`src/rtl/snn_spike_pkg.sv`:
```
// Shared 48-bit spike event format: field offsets, valid-byte constant and pack/unpack helpers.
package snn_spike_pkg;

    localparam int unsigned EventWidth = 48;
    localparam int unsigned ValidLsb   = 0;
    localparam int unsigned XLsb       = 8;
    localparam int unsigned YLsb       = 16;
    localparam int unsigned ChLsb      = 24;
    localparam int unsigned TsLsb      = 32;

    localparam logic [7:0] ValidByte = 8'h01;

    typedef struct packed {
        logic [15:0] ts;
        logic [7:0]  ch;
        logic [7:0]  y;
        logic [7:0]  x;
        logic [7:0]  valid;
    } spike_evt_t;

    function automatic logic [EventWidth-1:0] pack_evt(input spike_evt_t e);
        logic [EventWidth-1:0] d;
        d                 = '0;
        d[TsLsb+:16]      = e.ts;
        d[ChLsb+:8]       = e.ch;
        d[YLsb+:8]        = e.y;
        d[XLsb+:8]        = e.x;
        d[ValidLsb+:8]    = e.valid;
        return d;
    endfunction

    function automatic spike_evt_t unpack_evt(input logic [EventWidth-1:0] d);
        spike_evt_t e;
        e.ts    = d[TsLsb+:16];
        e.ch    = d[ChLsb+:8];
        e.y     = d[YLsb+:8];
        e.x     = d[XLsb+:8];
        e.valid = d[ValidLsb+:8];
        return e;
    endfunction

endpackage

```
`src/rtl/snn_upsample_coord_gen.sv`:
```
// dx/dy offset counters for one SCALE x SCALE block, raster order with dx fastest.
module snn_upsample_coord_gen #(
    parameter int unsigned SCALE = 2
) (
    input  logic       clk,
    input  logic       reset,
    input  logic       clear_i,
    input  logic       advance_i,
    output logic [2:0] dx_o,
    output logic [2:0] dy_o,
    output logic [2:0] dx_next_o,
    output logic [2:0] dy_next_o,
    output logic       last_o,
    output logic       last_next_o
);

    localparam logic [2:0] Max = 3'(SCALE - 1);

    logic [2:0] dx_q, dy_q;
    logic       dx_wrap;

    always_comb begin
        dx_wrap   = (dx_q == Max);
        dx_next_o = dx_wrap ? 3'd0 : dx_q + 3'd1;
        dy_next_o = dy_q;
        if (dx_wrap) begin
            dy_next_o = (dy_q == Max) ? 3'd0 : dy_q + 3'd1;
        end
        last_o      = dx_wrap && (dy_q == Max);
        last_next_o = (dx_next_o == Max) && (dy_next_o == Max);
    end

    always_ff @(posedge clk) begin
        if (reset || clear_i) begin
            dx_q <= 3'd0;
            dy_q <= 3'd0;
        end else if (advance_i) begin
            dx_q <= dx_next_o;
            dy_q <= dy_next_o;
        end
    end

    assign dx_o = dx_q;
    assign dy_o = dy_q;

endmodule

```
`src/rtl/snn_upsample2d.sv`:
```
// Spike-stream nearest-neighbour upsampler: each input event becomes SCALE x SCALE output events.
// Optional input filtering via `define SNN_UPSAMPLE_DROP_INVALID_EN.
module snn_upsample2d
    import snn_spike_pkg::*;
#(
    parameter int unsigned INPUT_WIDTH    = 14,
    parameter int unsigned INPUT_HEIGHT   = 14,
    parameter int unsigned INPUT_CHANNELS = 32,
    parameter int unsigned SCALE          = 2,
    parameter int unsigned TIME_WIDTH     = 16
) (
    input  logic        clk,
    input  logic        reset,
    input  logic        enable,
    input  logic [47:0] s_axis_input_tdata,
    input  logic        s_axis_input_tvalid,
    output logic        s_axis_input_tready,
    input  logic        s_axis_input_tlast,
    output logic [47:0] m_axis_output_tdata,
    output logic        m_axis_output_tvalid,
    input  logic        m_axis_output_tready,
    output logic        m_axis_output_tlast,
    output logic [31:0] input_spike_count,
    output logic [31:0] output_spike_count,
    output logic [31:0] dropped_count,
    output logic        busy
);

    typedef enum logic [0:0] {StIdle, StExpand} state_e;

    localparam logic [7:0] ScaleB     = 8'(SCALE);
    localparam logic       ScaleIsOne = (SCALE == 1);

    state_e                  state_q, state_d;
    logic [TIME_WIDTH-1:0]   ts_q;
    logic [7:0]              ch_q, base_x_q, base_y_q;
    logic                    in_last_q;
    logic                    tvalid_q, tvalid_d, tlast_q, tlast_d;
    logic [EventWidth-1:0]   tdata_q, tdata_d;
    logic [31:0]             in_cnt_q, in_cnt_d, out_cnt_q, out_cnt_d, drop_cnt_q, drop_cnt_d;
    logic                    latch, advance, in_hs, out_hs, evt_ok;
    logic [7:0]              in_base_x, in_base_y;
    logic [2:0]              dx, dy, dx_next, dy_next;
    logic                    last, last_next;
    spike_evt_t              in_evt;

    function automatic logic [EventWidth-1:0] make_beat(input logic [15:0] ts, input logic [7:0] ch,
                                                        input logic [7:0] by, input logic [7:0] bx,
                                                        input logic [2:0] oy, input logic [2:0] ox);
        spike_evt_t e;
        e.ts    = ts;
        e.ch    = ch;
        e.y     = by + {5'd0, oy};
        e.x     = bx + {5'd0, ox};
        e.valid = ValidByte;
        return pack_evt(e);
    endfunction

    assign in_evt    = unpack_evt(s_axis_input_tdata);
    assign in_base_x = in_evt.x * ScaleB;
    assign in_base_y = in_evt.y * ScaleB;

    assign s_axis_input_tready = ~reset & enable & (state_q == StIdle);
    assign in_hs  = s_axis_input_tready & s_axis_input_tvalid;
    assign out_hs = tvalid_q & m_axis_output_tready;

`ifdef SNN_UPSAMPLE_DROP_INVALID_EN
    // Widen to 9 bits so a dimension of 256 still compares correctly.
    assign evt_ok = (in_evt.valid != 8'h00)
                 && ({1'b0, in_evt.x}  < 9'(INPUT_WIDTH))
                 && ({1'b0, in_evt.y}  < 9'(INPUT_HEIGHT))
                 && ({1'b0, in_evt.ch} < 9'(INPUT_CHANNELS));
    assign dropped_count = drop_cnt_q;
`else
    logic unused_cfg;
    assign evt_ok        = 1'b1;
    assign dropped_count = 32'd0;
    assign unused_cfg    = (^{in_evt.valid, drop_cnt_q})
                         ^ ((INPUT_WIDTH + INPUT_HEIGHT + INPUT_CHANNELS) == 0);
`endif

    snn_upsample_coord_gen #(
        .SCALE (SCALE)
    ) u_coord (
        .clk         (clk),
        .reset       (reset),
        .clear_i     (latch),
        .advance_i   (advance),
        .dx_o        (dx),
        .dy_o        (dy),
        .dx_next_o   (dx_next),
        .dy_next_o   (dy_next),
        .last_o      (last),
        .last_next_o (last_next)
    );

    always_comb begin
        state_d    = state_q;
        tvalid_d   = tvalid_q;
        tlast_d    = tlast_q;
        tdata_d    = tdata_q;
        latch      = 1'b0;
        advance    = 1'b0;
        in_cnt_d   = in_cnt_q;
        out_cnt_d  = out_cnt_q;
        drop_cnt_d = drop_cnt_q;
        if (out_hs) begin
            out_cnt_d = out_cnt_q + 32'd1;
        end
        case (state_q)
            StIdle: begin
                if (in_hs) begin
                    in_cnt_d = in_cnt_q + 32'd1;
                    if (evt_ok) begin
                        latch    = 1'b1;
                        state_d  = StExpand;
                        tvalid_d = 1'b1;
                        tdata_d  = make_beat(in_evt.ts, in_evt.ch, in_base_y, in_base_x,
                                             3'd0, 3'd0);
                        tlast_d  = s_axis_input_tlast & ScaleIsOne;
                    end else begin
                        drop_cnt_d = drop_cnt_q + 32'd1;
                    end
                end
            end
            StExpand: begin
                if (out_hs) begin
                    if (last) begin
                        state_d  = StIdle;
                        tvalid_d = 1'b0;
                        tlast_d  = 1'b0;
                    end else begin
                        advance  = 1'b1;
                        tvalid_d = enable;
                        tdata_d  = make_beat(16'(ts_q), ch_q, base_y_q, base_x_q, dy_next, dx_next);
                        tlast_d  = enable & in_last_q & last_next;
                    end
                end else if (!tvalid_q && enable) begin
                    // Resume after an enable-low pause at the coordinate not yet presented.
                    tvalid_d = 1'b1;
                    tdata_d  = make_beat(16'(ts_q), ch_q, base_y_q, base_x_q, dy, dx);
                    tlast_d  = in_last_q & last;
                end
            end
            default: state_d = StIdle;
        endcase
    end

    always_ff @(posedge clk) begin
        if (reset) begin
            state_q    <= StIdle;
            tvalid_q   <= 1'b0;
            tlast_q    <= 1'b0;
            tdata_q    <= '0;
            in_cnt_q   <= 32'd0;
            out_cnt_q  <= 32'd0;
            drop_cnt_q <= 32'd0;
            ts_q       <= '0;
            ch_q       <= 8'd0;
            base_x_q   <= 8'd0;
            base_y_q   <= 8'd0;
            in_last_q  <= 1'b0;
        end else begin
            state_q    <= state_d;
            tvalid_q   <= tvalid_d;
            tlast_q    <= tlast_d;
            tdata_q    <= tdata_d;
            in_cnt_q   <= in_cnt_d;
            out_cnt_q  <= out_cnt_d;
            drop_cnt_q <= drop_cnt_d;
            if (latch) begin
                ts_q      <= TIME_WIDTH'(in_evt.ts);
                ch_q      <= in_evt.ch;
                base_x_q  <= in_base_x;
                base_y_q  <= in_base_y;
                in_last_q <= s_axis_input_tlast;
            end
        end
    end

    assign m_axis_output_tdata  = tdata_q;
    assign m_axis_output_tvalid = tvalid_q;
    assign m_axis_output_tlast  = tlast_q;
    assign input_spike_count    = in_cnt_q;
    assign output_spike_count   = out_cnt_q;
    assign busy                 = (state_q == StExpand);

endmodule

```
`config.mk`:
```
export PLATFORM = sky130hd
export DESIGN_NAME = snn_upsample2d
export DESIGN_NICKNAME = d
export VERILOG_FILES = /design/src/rtl/snn_spike_pkg.sv /design/src/rtl/snn_upsample_coord_gen.sv /design/src/rtl/snn_upsample2d.sv
export SDC_FILE = /design/constraint.sdc
export NUM_CORES = 1
export LEC_CHECK = 0
export ABC_CLOCK_PERIOD_IN_PS = 5300
export BUFFER_PORTS_ARGS = -buffer_cell sky130_fd_sc_hd__clkbuf_2
export CORE_UTILIZATION = 45
export DETAILED_ROUTE_END_ITERATION = 8
export PLACE_DENSITY_LB_ADDON = 0.2
export SLEW_MARGIN = 30
export SYNTH_ARGS = -nofsm -noshare
export SYNTH_HDL_FRONTEND = slang
export SYNTH_HIERARCHICAL = 1
export SYNTH_SLANG_ARGS = --single-unit
```
`constraint.sdc`:
```
create_clock -name clk -period 5.3 [get_ports clk]
set_input_delay 1.06 -clock clk [delete_from_list [all_inputs] [get_ports clk]]
set_output_delay 1.06 -clock clk [all_outputs]
set_load 0.1 [all_outputs]
```
-- After elaboration in Yosys (flattened, before gate mapping)
Index checks and enable logic that the tools add are counted.
- add/subtract/negate cells: 8
- $mul: 0
- div/mod/pow operators: 0
- order comparisons: 0
- equal/unequal tests: 7
- shift-type cells: 0
- mux-type cells: 25
- bitwise gates (word level): 9
- reduce and logical (&&, ||, !) cells: 8
- operators by type and width (operator ; count):
    48-bit 2-to-1 mux ; 4
    48-bit case mux with 2 select lines ; 1
    32-bit by 1-bit adder with 32-bit output (second input constant) ; 2
    8-bit by 3-bit adder with 8-bit output ; 4
    1-bit 2-to-1 mux ; 14
    3-bit by 1-bit equality test with 1-bit output (second input constant) ; 4
    3-bit 2-to-1 mux ; 3
    1-bit bitwise AND ; 7
    3-bit by 1-bit adder with 3-bit output (second input constant) ; 2
    1-bit case mux with 2 select lines ; 3
    2-bit AND reduction ; 2
    1-bit logical AND ; 3
    3-bit by 1-bit != test with 1-bit output (second input constant) ; 1
    3-bit != test (second input constant) ; 1
    3-bit AND reduction ; 1
    2-bit != test (second input constant) ; 1
    1-bit inverter ; 2
    1-bit logical NOT ; 1
    1-bit logical OR ; 1
- register bits: 160
- latch bits: 0
- memory bits (writable): 0
- ROM bits: 0
- input bits: 54
- output and inout bits: 148
- logic and storage cells: 70
- memories kept: 0

-- Logic depth before layout (Yosys ltp)
Gate-level depths: netlist of run 1.
- depth after elaboration: 9
- mapped depth: 13
- depth with buffers taken out: 11

-- Hierarchy
Netlist of run 1, hierarchy kept.
- by module, submodules not included (module ; instances ; cells an instance ; area an instance (µm²) ; sequential area each (µm²)):
    snn_upsample2d ; 1 ; 829 ; 6949.2 ; 2942.8
    snn_upsample_coord_gen ; 1 ; 45 ; 369.1 ; 120.1

-- Worst setup path after synthesis of run 1
OpenSTA, ideal clock, no wires.
- kind: input to output
- start point: input reset
- end point: output s_axis_input_tready
- arrival: 3.533 ns
- data required time: 4.240 ns
- setup slack: 0.707 ns
- stages: 3
- path buffers: 2
- cell sequence: clkbuf_1 clkbuf_1 nor3_1
- word-level cells in the longest chain between the ends: 3
- RTL lines (item ; RTL line ; text):
    from (decl) ; snn_upsample2d.sv:13 ; input logic reset,
    1-bit inverter ; snn_upsample2d.sv:63 ; assign s_axis_input_tready = ~reset & enable & (state_q == StIdle);
    1-bit bitwise AND (2 in a row) ; snn_upsample2d.sv:63 ;
    to (decl) ; snn_upsample2d.sv:17 ; output logic s_axis_input_tready,
No other way between the ends.

-- Final worst setup path of run 1
- start point: register state_q (netlist: busy)
- end point: output busy
- RTL lines (item ; RTL line ; text):
    from (decl) ; snn_upsample2d.sv:34 ; state_e state_q, state_d;
    from (signal assigned) ; snn_upsample2d.sv:151 ; state_q <= StIdle;
    from (signal assigned) ; snn_upsample2d.sv:164 ; state_q <= state_d;
    to (decl) ; snn_upsample2d.sv:26 ; output logic busy
No word-level cell between the ends.

==> results.sh, run 1 <==
export IMPL_skew_ns=0.0110
export IMPL_grt_pass1_wl_um=29400
export IMPL_ys_warn_count=6
export IMPL_whs_path_depth=2
export IMPL_nNetsFinal=1055
export IMPL_power_density_nw_per_um2=343
export IMPL_period_minus_slack_ns=3.40
export IMPL_critPathArrivalTime_ns=2.34
export IMPL_clk_path_buf_depth=2
export IMPL_reg2reg_from="busy"
export IMPL_finalSetupViolations=0
export IMPL_drv_slew=0
export IMPL_routed_wl_um=18700
export IMPL_die_y_um=130
export IMPL_htree_levels=4
export IMPL_ir_drop_v=0.000234
export IMPL_final_util=0.544
export IMPL_place_area_um2=8040
export IMPL_postCtsSetupBuffers=0
export IMPL_viasPerCell=5.48
export IMPL_ys_seq_area_frac=0.419
export IMPL_drc=0
export IMPL_vias=6691
export IMPL_cts_tree="done"
export IMPL_clock_latency_ns=0.42
export IMPL_power_mw=2.96
export IMPL_syn_area_um2=7320
export IMPL_synthCells=874
export IMPL_post_route_period_util=0.642
export IMPL_antenna_found_initial=0
export IMPL_die_w_um=130
export IMPL_synthTopCellsByArea="dfxtp_1 (42%), a21oi_1 (7.7%), nand2_1 (6.7%)"
export IMPL_stdcell_area_um2=8640
export IMPL_critPathRequiredTime_ns=4.24
export IMPL_drv_cap=0
export IMPL_hold_class="reg2reg"
export IMPL_port_buffer_count=152
export IMPL_synth_top_area_frac=0.419
export IMPL_async_flop_share=0
export IMPL_synthToLayoutAreaGrowth_pct=18.1
export IMPL_worst_r2r_setup_slack_ns=2.37
export IMPL_setup_ws_ns=1.90
export IMPL_dieArea_um2=16800
export IMPL_ctsResizeCount=0
export IMPL_synth_seq_cells=153
export IMPL_rsz0062_at_grt="false"
export IMPL_tns_ns=0
export IMPL_avgSynthCellArea_um2=8.37
export IMPL_ant_nets=0
export IMPL_grt_max_degree=80
export IMPL_hold_violations=0
export IMPL_final_common_cell="dfxtp_1"
export IMPL_ys_flop_type="dfxtp_1"
export IMPL_path_clk_slew_ns=0.06
export IMPL_hold_end="ch_q[7]"
export IMPL_core_rowCount=46
export IMPL_start_util=0.461
export IMPL_rr_worst_depth=4
export IMPL_cts_sinks=153
export IMPL_core_area_um2=15900
export IMPL_first_global_vias=5733
export IMPL_slew_headroom=0.378
export IMPL_start_kind="flip-flop"
export IMPL_tightest_slew_ns=0.932
export IMPL_gp_congestion=0.811
export IMPL_crit_type="reg2out"
export IMPL_grt_usage=0.220
export IMPL_crit_path_end_kind="output pin"
export IMPL_outcome="complete, no violations"
export IMPL_synth_top_cell_by_area="dfxtp_1"
export IMPL_ctsHoldBuffers=0
export IMPL_dp_slack_ns=1.54
export IMPL_fmax_mhz=294
export IMPL_layout_drive_gt1_share=0.204
export IMPL_worstPathMaxFanout=36
export IMPL_numCtsBuffers=17
export IMPL_hpwl_um=12200
export IMPL_first_pass_iters=5
export IMPL_ios=202
export IMPL_reg2reg_to="input_spike_count[31]"
export IMPL_final_cell_mix="dfxtp_1 (152), clkbuf_2 (151), nand2_1 (130)"
export IMPL_grt_overflow=0
export IMPL_cts_root_buf="clkbuf_16"
export IMPL_yosys_cell_types_count=52
export IMPL_p_leak_nw=3.26
export IMPL_detail_route_wl_per_cell_um=15.3
export IMPL_synth_edff_count=0
export IMPL_antenna_cells=0
export IMPL_min_from="ch_q[7]"
export IMPL_drt_iter0_markers=436
-- worst max-delay path by stage --
stage,slack (ns),from,to,cells after the start
final,1.90,busy,busy,2
after detailed placement,1.54,reset,input_spike_count[31],5
after CTS,1.88,busy,busy,2
after global routing,1.80,busy,busy,2
after global placement,1.57,reset,input_spike_count[31],5
after floorplan,0.71,reset,s_axis_input_tready,3
-- sequential cells by signal, summed over array words and instances (netlist names) --
register / count
base_x_q: 7
base_y_q: 7
busy: 1
ch_q: 8
in_last_q: 1
input_spike_count: 32
m_axis_output_tdata: 41
m_axis_output_tlast: 1
m_axis_output_tvalid: 1
output_spike_count: 32
ts_q: 16
u_coord/dx_o: 3
u_coord/dy_o: 3
-- synthesized netlist by cell type, types with 4 or more instances --
cell / number
o2111ai_1: 6
a211oi_1: 28
or3_1: 22
and4_1: 13
o22ai_1: 5
nand2_1: 130
nor2_1: 32
buf_4: 39
nand3_1: 25
a21oi_1: 113
nor4_1: 4
clkbuf_1: 46
buf_1: 7
xnor2_1: 15
inv_1: 16
nand4_1: 28
and3_1: 9
ha_1: 6
o311ai_0: 5
o41ai_1: 5
o32ai_1: 4
mux2i_1: 31
xor2_1: 13
o31ai_1: 21
or4_1: 21
o21ai_0: 30
nor3_1: 8
dfxtp_1: 153
-- power by group --
part | switching, mW | internal, mW
Sequential | 0.0270 | 1.19
Combinational | 0.433 | 0.0789
Clock | 0.517 | 0.719
Total | 0.977 | 1.99
-- per-layer routing --
metal	GRT usage	up-vias	share of wire
li1	-	3359	-
met1	0.301	3131	0.47
met2	0.355	181	0.47
met3	0.0442	20	0.051
met4	0.0534	0	0.012
met5	0	-	0
-- area by class of cell --
type | instances | area (µm²)
timing repair buffer | 159 | 816
sequential | 153 | 3060
inverter | 16 | 60.1
fill | 1540 | 7240
clock buffer | 18 | 439
multi-input combinational | 646 | 3830
clock inverter | 14 | 165
tap | 216 | 270
-- stage by stage --
step	hold slack [ns]	cells
after floorplan	0.436	912
after global placement	0.441	1190
after detailed placement	0.447	1190
after CTS	0.456	1222
after global routing	0.471	1222
final	0.453	1222
-- worst max-delay path: stages (launching register included) --
cell and delay, ns:
dfxtp_2 0.82, buf_4 0.54, clkbuf_2 0.55
-- cells by family (layout without fill, tap and decap cells) --
logic type      count (synthesis)  in the layout  share of synthesized area
simple gates                  305            305                      0.211
buf+inv                       113            207                     0.0797
xor+xnor                       28             28                     0.0335
other cells                     1             39                   0.000512
fa+ha+maj                       8              8                     0.0157
flops                         153            153                      0.419
compound gates                232            232                      0.194
mux                            34             34                     0.0470
No activity file was read; power rests on OpenSTA's default activity.
==> inputs of run 2 (changes only) <==
- ABC_CLOCK_PERIOD_IN_PS: 5300 -> 3450
- clock period: 5.3 -> 3.45 ns (I/O delays scaled with it)
==> results.sh, run 2 (synthesis gave the netlist of run 1 again) <==
export IMPL_crit_buf_inv=1
export IMPL_hold_class="reg2reg"
export IMPL_slew_headroom=0.494
export IMPL_postCtsSetupBuffers=0
export IMPL_period_minus_slack_ns=2.61
export IMPL_grt_max_degree=144
export IMPL_clock_latency_ns=0.43
export IMPL_viasPerCell=5.45
export IMPL_first_pass_iters=5
export IMPL_crit_type="reg2reg"
export IMPL_final_fill_count=1519
export IMPL_reg2reg_from="busy"
export IMPL_cts_sinks=153
export IMPL_tns_ns=0
export IMPL_cts_tree="done"
export IMPL_drv_slew=0
export IMPL_drt_iter0_markers=511
export IMPL_dp_slack_ns=0.570
export IMPL_finalSetupViolations=0
export IMPL_antenna_found_initial=0
export IMPL_min_from="ts_q[6]"
export IMPL_grt_pass1_wl_um=29900
export IMPL_power_density_nw_per_um2=518
export IMPL_numCtsBuffers=17
export IMPL_drv_cap=0
export IMPL_path_clk_slew_ns=0.06
export IMPL_regArea_um2=3060
export IMPL_worstPathMaxFanout=26
export IMPL_core_rowCount=46
export IMPL_cpMostUsedCell="or4_1"
export IMPL_grt_overflow=0
export IMPL_clk_path_buf_depth=2
export IMPL_antenna_cells=0
export IMPL_multi_input_area_um2=3830
export IMPL_vias=6683
export IMPL_first_global_vias=5698
export IMPL_slowest_delay_ns=0.76
export IMPL_core_area_um2=15900
export IMPL_dieArea_um2=16800
export IMPL_hpwl_um=12400
export IMPL_ctsResizeCount=0
export IMPL_gp_congestion=0.806
export IMPL_final_cell_mix="dfxtp_1 (152), clkbuf_2 (151), nand2_1 (130)"
export IMPL_routed_wl_um=19000
export IMPL_crit_path_end_kind="flip-flop"
export IMPL_start_kind="flip-flop"
export IMPL_rsz0062_at_grt="false"
export IMPL_post_route_period_util=0.755
export IMPL_critPathRequiredTime_ns=3.79
export IMPL_skew_ns=0.0104
export IMPL_outcome="complete, no violations"
export IMPL_htree_levels=4
export IMPL_tightest_slew_ns=0.757
export IMPL_slowest_stage="or4_1"
export IMPL_setup_ws_ns=0.845
export IMPL_fmax_mhz=384
export IMPL_die_y_um=130
export IMPL_largest_register_ffs=41
export IMPL_hold_violations=0
export IMPL_die_w_um=130
export IMPL_detail_route_wl_per_cell_um=15.4
export IMPL_ir_drop_v=0.000368
export IMPL_final_common_cell="dfxtp_1"
export IMPL_ctsHoldBuffers=0
export IMPL_ant_nets=0
export IMPL_cts_root_buf="clkbuf_16"
export IMPL_grt_usage=0.228
export IMPL_nNetsFinal=1062
export IMPL_start_util=0.461
export IMPL_p_leak_nw=3.29
export IMPL_crit_chain="nand4bb_2 -> or4_1 -> buf_4 -> or4_1 -> a21oi_1"
export IMPL_ios=202
export IMPL_drc=0
export IMPL_synthToLayoutAreaGrowth_pct=18.6
export IMPL_power_mw=4.50
export IMPL_cp_top_family="simple AND/OR/NAND/NOR gates"
export IMPL_port_buffer_count=152
export IMPL_crit_start="busy"
export IMPL_layout_drive_gt1_share=0.206
export IMPL_critPathArrivalTime_ns=2.95
-- run 2: cell types whose count changed in the layout (fill, tap and decap cells not counted), sizes merged --
cell / change
buf: +7
clkbuf: +5
clkinv: -3
clkinvlp: -1
inv: -3
-- run 2: worst paths after layout --
path	endpoint	slack (ns)	cells after the start
worst max register to register	input_spike_count[28]	0.84	5
worst min-delay path	ts_q[6]	0.45	2
worst min register to register	ts_q[6]	0.45	2
worst max-delay path	input_spike_count[28]	0.84	5
-- run 2: layer usage --
layer	routed length (µm)	global-route usage	part of all wire	vias up
met1	8620	0.309	0.45	3109
met2	8860	0.357	0.47	198
met4	307	0.0691	0.016	0
met5	0	0	0	-
li1	-	-	-	3353
met3	1170	0.0545	0.062	23
-- run 2: final cells by class --
class,instances,share of cell area
Multi-Input combinational cell,646,0.442
Sequential cell,153,0.353
Timing Repair Buffer,166,0.101
Clock buffer,23,0.0551
Tap cell,216,0.0311
Clock inverter,7,0.0107
Inverter,16,0.00692
-- run 2: worst min-delay path, stage by stage (launching register included) --
cell	delay [ns]
dfxtp_1	0.31
nand2_1	0.05
a21oi_1	0.05
-- run 2: metrics by stage --
stage,area (µm²),instances,util,hold WS [ns]
after floorplan,7470,912,-,0.436
after global placement,8110,1197,0.510,0.441
after detailed placement,8110,1197,0.510,0.447
after CTS,8680,1227,0.546,0.455
after global routing,8680,1227,0.546,0.474
final,8680,1227,0.546,0.454
-- run 2: where the power goes --
| part | leakage (nW) | switching [mW] | internal (mW) | total, mW |
|---|---|---|---|---|
| Sequential | 1.24 | 0.0407 | 1.82 | 1.87 |
| Clock | 0.283 | 0.726 | 1.11 | 1.84 |
| Combinational | 1.76 | 0.666 | 0.127 | 0.794 |
| Total | 3.29 | 1.43 | 3.07 | 4.50 |
==> inputs of run 3 (changes only) <==
- ABC_CLOCK_PERIOD_IN_PS: 3450 -> 2100
- clock period: 3.45 -> 2.1 ns (I/O delays scaled with it)
==> results.sh, run 3 (synthesis gave the netlist of run 1 again) <==
export IMPL_die_y_um=130
export IMPL_worst_r2r_setup_slack_ns=0.05
export IMPL_rr_worst_depth=11
export IMPL_period_minus_slack_ns=2.05
export IMPL_nNetsFinal=1100
export IMPL_power_density_nw_per_um2=799
export IMPL_critPathRequiredTime_ns=2.38
export IMPL_final_util=0.588
export IMPL_ios=202
export IMPL_clk_path_buf_depth=2
export IMPL_final_common_cell="clkbuf_2"
export IMPL_drv_cap=0
export IMPL_routed_wl_um=19000
export IMPL_post_route_period_util=0.976
export IMPL_worstPathMaxFanout=5
export IMPL_drt_iter0_markers=407
export IMPL_dieArea_um2=16800
export IMPL_cts_root_buf="clkbuf_16"
export IMPL_tightest_slew_ns=0.802
export IMPL_crit_start="u_coord/dx_o[1]"
export IMPL_drc=0
export IMPL_cp_endpoint="m_axis_output_tdata[23]"
export IMPL_antenna_found_initial=0
export IMPL_viasPerCell=5.46
export IMPL_crit_path_end_kind="flip-flop"
export IMPL_stdcell_area_um2=9340
export IMPL_detail_route_wl_per_cell_um=15.0
export IMPL_cts_tree="done"
export IMPL_grt_pass1_wl_um=30500
export IMPL_hold_class="in2reg"
export IMPL_skew_ns=0.00981
export IMPL_p_leak_nw=3.55
export IMPL_die_w_um=130
export IMPL_finalSetupViolations=0
export IMPL_grt_usage=0.230
export IMPL_ctsHoldBuffers=0
export IMPL_critPathArrivalTime_ns=2.33
export IMPL_start_kind="flip-flop"
export IMPL_core_rowCount=46
export IMPL_slew_headroom=0.465
export IMPL_hold_violations=0
export IMPL_grt_overflow=0
export IMPL_final_cell_mix="clkbuf_2 (149), nand2_1 (123), a21oi_1 (111)"
export IMPL_rsz0062_at_grt="true"
export IMPL_ant_nets=0
export IMPL_crit_type="reg2reg"
export IMPL_gp_congestion=0.770
export IMPL_port_buffer_count=152
export IMPL_whs_path_depth=3
export IMPL_antenna_cells=0
export IMPL_numCtsBuffers=17
export IMPL_vias=6912
export IMPL_drv_slew=0
export IMPL_core_area_um2=15900
export IMPL_outcome="complete, no violations"
export IMPL_first_pass_iters=4
export IMPL_path_clk_slew_ns=0.06
export IMPL_place_area_um2=8530
export IMPL_clock_latency_ns=0.42
export IMPL_reg2reg_from="u_coord/dx_o[1]"
export IMPL_ir_drop_v=0.000571
export IMPL_hpwl_um=12500
export IMPL_largest_register_ffs=41
export IMPL_grt_max_degree=73
export IMPL_first_global_vias=6106
export IMPL_layout_drive_gt1_share=0.314
export IMPL_reg2reg_to="m_axis_output_tdata[23]"
export IMPL_synthToLayoutAreaGrowth_pct=27.6
export IMPL_start_util=0.461
export IMPL_fmax_mhz=488
export IMPL_cts_sinks=153
export IMPL_htree_levels=4
## run 3: cell types whose count changed in the layout (fill, tap and decap cells not counted), moves of 7 or more
cell     previous run  this run
nand2_2             0         7
dfxtp_1           152        96
dfxtp_2             1        40
nand2_1           130       123
buf_4              14        44
dfxtp_4             0        17
## run 3: routing by layer
layer	vias to the layer above	GRT usage	wire [µm]
li1	3441	-	-
met1	3261	0.305	8590
met2	190	0.358	8860
met3	20	0.0727	1220
met4	0	0.0698	277
met5	-	0	0
## run 3: layout make-up
| class | count | area, µm² |
|---|---|---|
| Fill cell | 1473 | 6550 |
| Timing Repair Buffer | 204 | 1260 |
| Sequential cell | 153 | 3180 |
| Inverter | 16 | 60.1 |
| Tap cell | 216 | 270 |
| Multi-Input combinational cell | 646 | 3980 |
| Clock buffer | 21 | 472 |
| Clock inverter | 11 | 120 |
## run 3: timing repair
item / CTS / global route
resized for setup: 3 / 35
endpoints found under the setup margin: 6 / 21
pin swaps: 0 / 10
buffers inserted: 0 / 7
endpoints found under the hold margin: 0 / 0
## run 3: worst min path at each step
stage	from	slack [ns]	endpoint
after floorplan	ch_q[0]	0.44	ch_q[0]
after detailed placement	ch_q[6]	0.45	ch_q[6]
after CTS	s_axis_input_tlast	0.21	in_last_q
final	s_axis_input_tlast	0.23	in_last_q
after global placement	ts_q[11]	0.44	ts_q[11]
after global routing	s_axis_input_tlast	0.22	in_last_q
## run 3: where the power goes
group	internal [mW]	switching, mW
clock	1.85	1.22
sequential	2.98	0.0567
combinational	0.245	1.12
## run 3: critical path, cell delays in order, from the launching register on
cell       delay [ns]
dfxtp_2          0.31
nand4bb_4        0.27
nand2_2          0.11
o21ai_2          0.05
nand2_1          0.06
nand2_2          0.07
ha_4             0.17
fa_2             0.39
nand2_1          0.09
or3_1            0.11
and3_4           0.19
o32ai_1          0.08
## run 3: metrics by stage
step	hold slack (ns)	total power [mW]	worst slack, ns	setup TNS (ns)	cells
2_1_floorplan	0.436	4.25	-0.0765	-0.491	912
3_3_place_gp	0.441	4.44	-0.214	-1.00	1228
3_5_place_dp	0.446	4.45	-0.246	-1.53	1228
4_1_cts	0.211	7.52	-0.00982	-0.00982	1260
5_1_grt	0.220	7.75	-0.0503	-0.261	1267
6_report	0.229	7.46	0.0498	0	1267
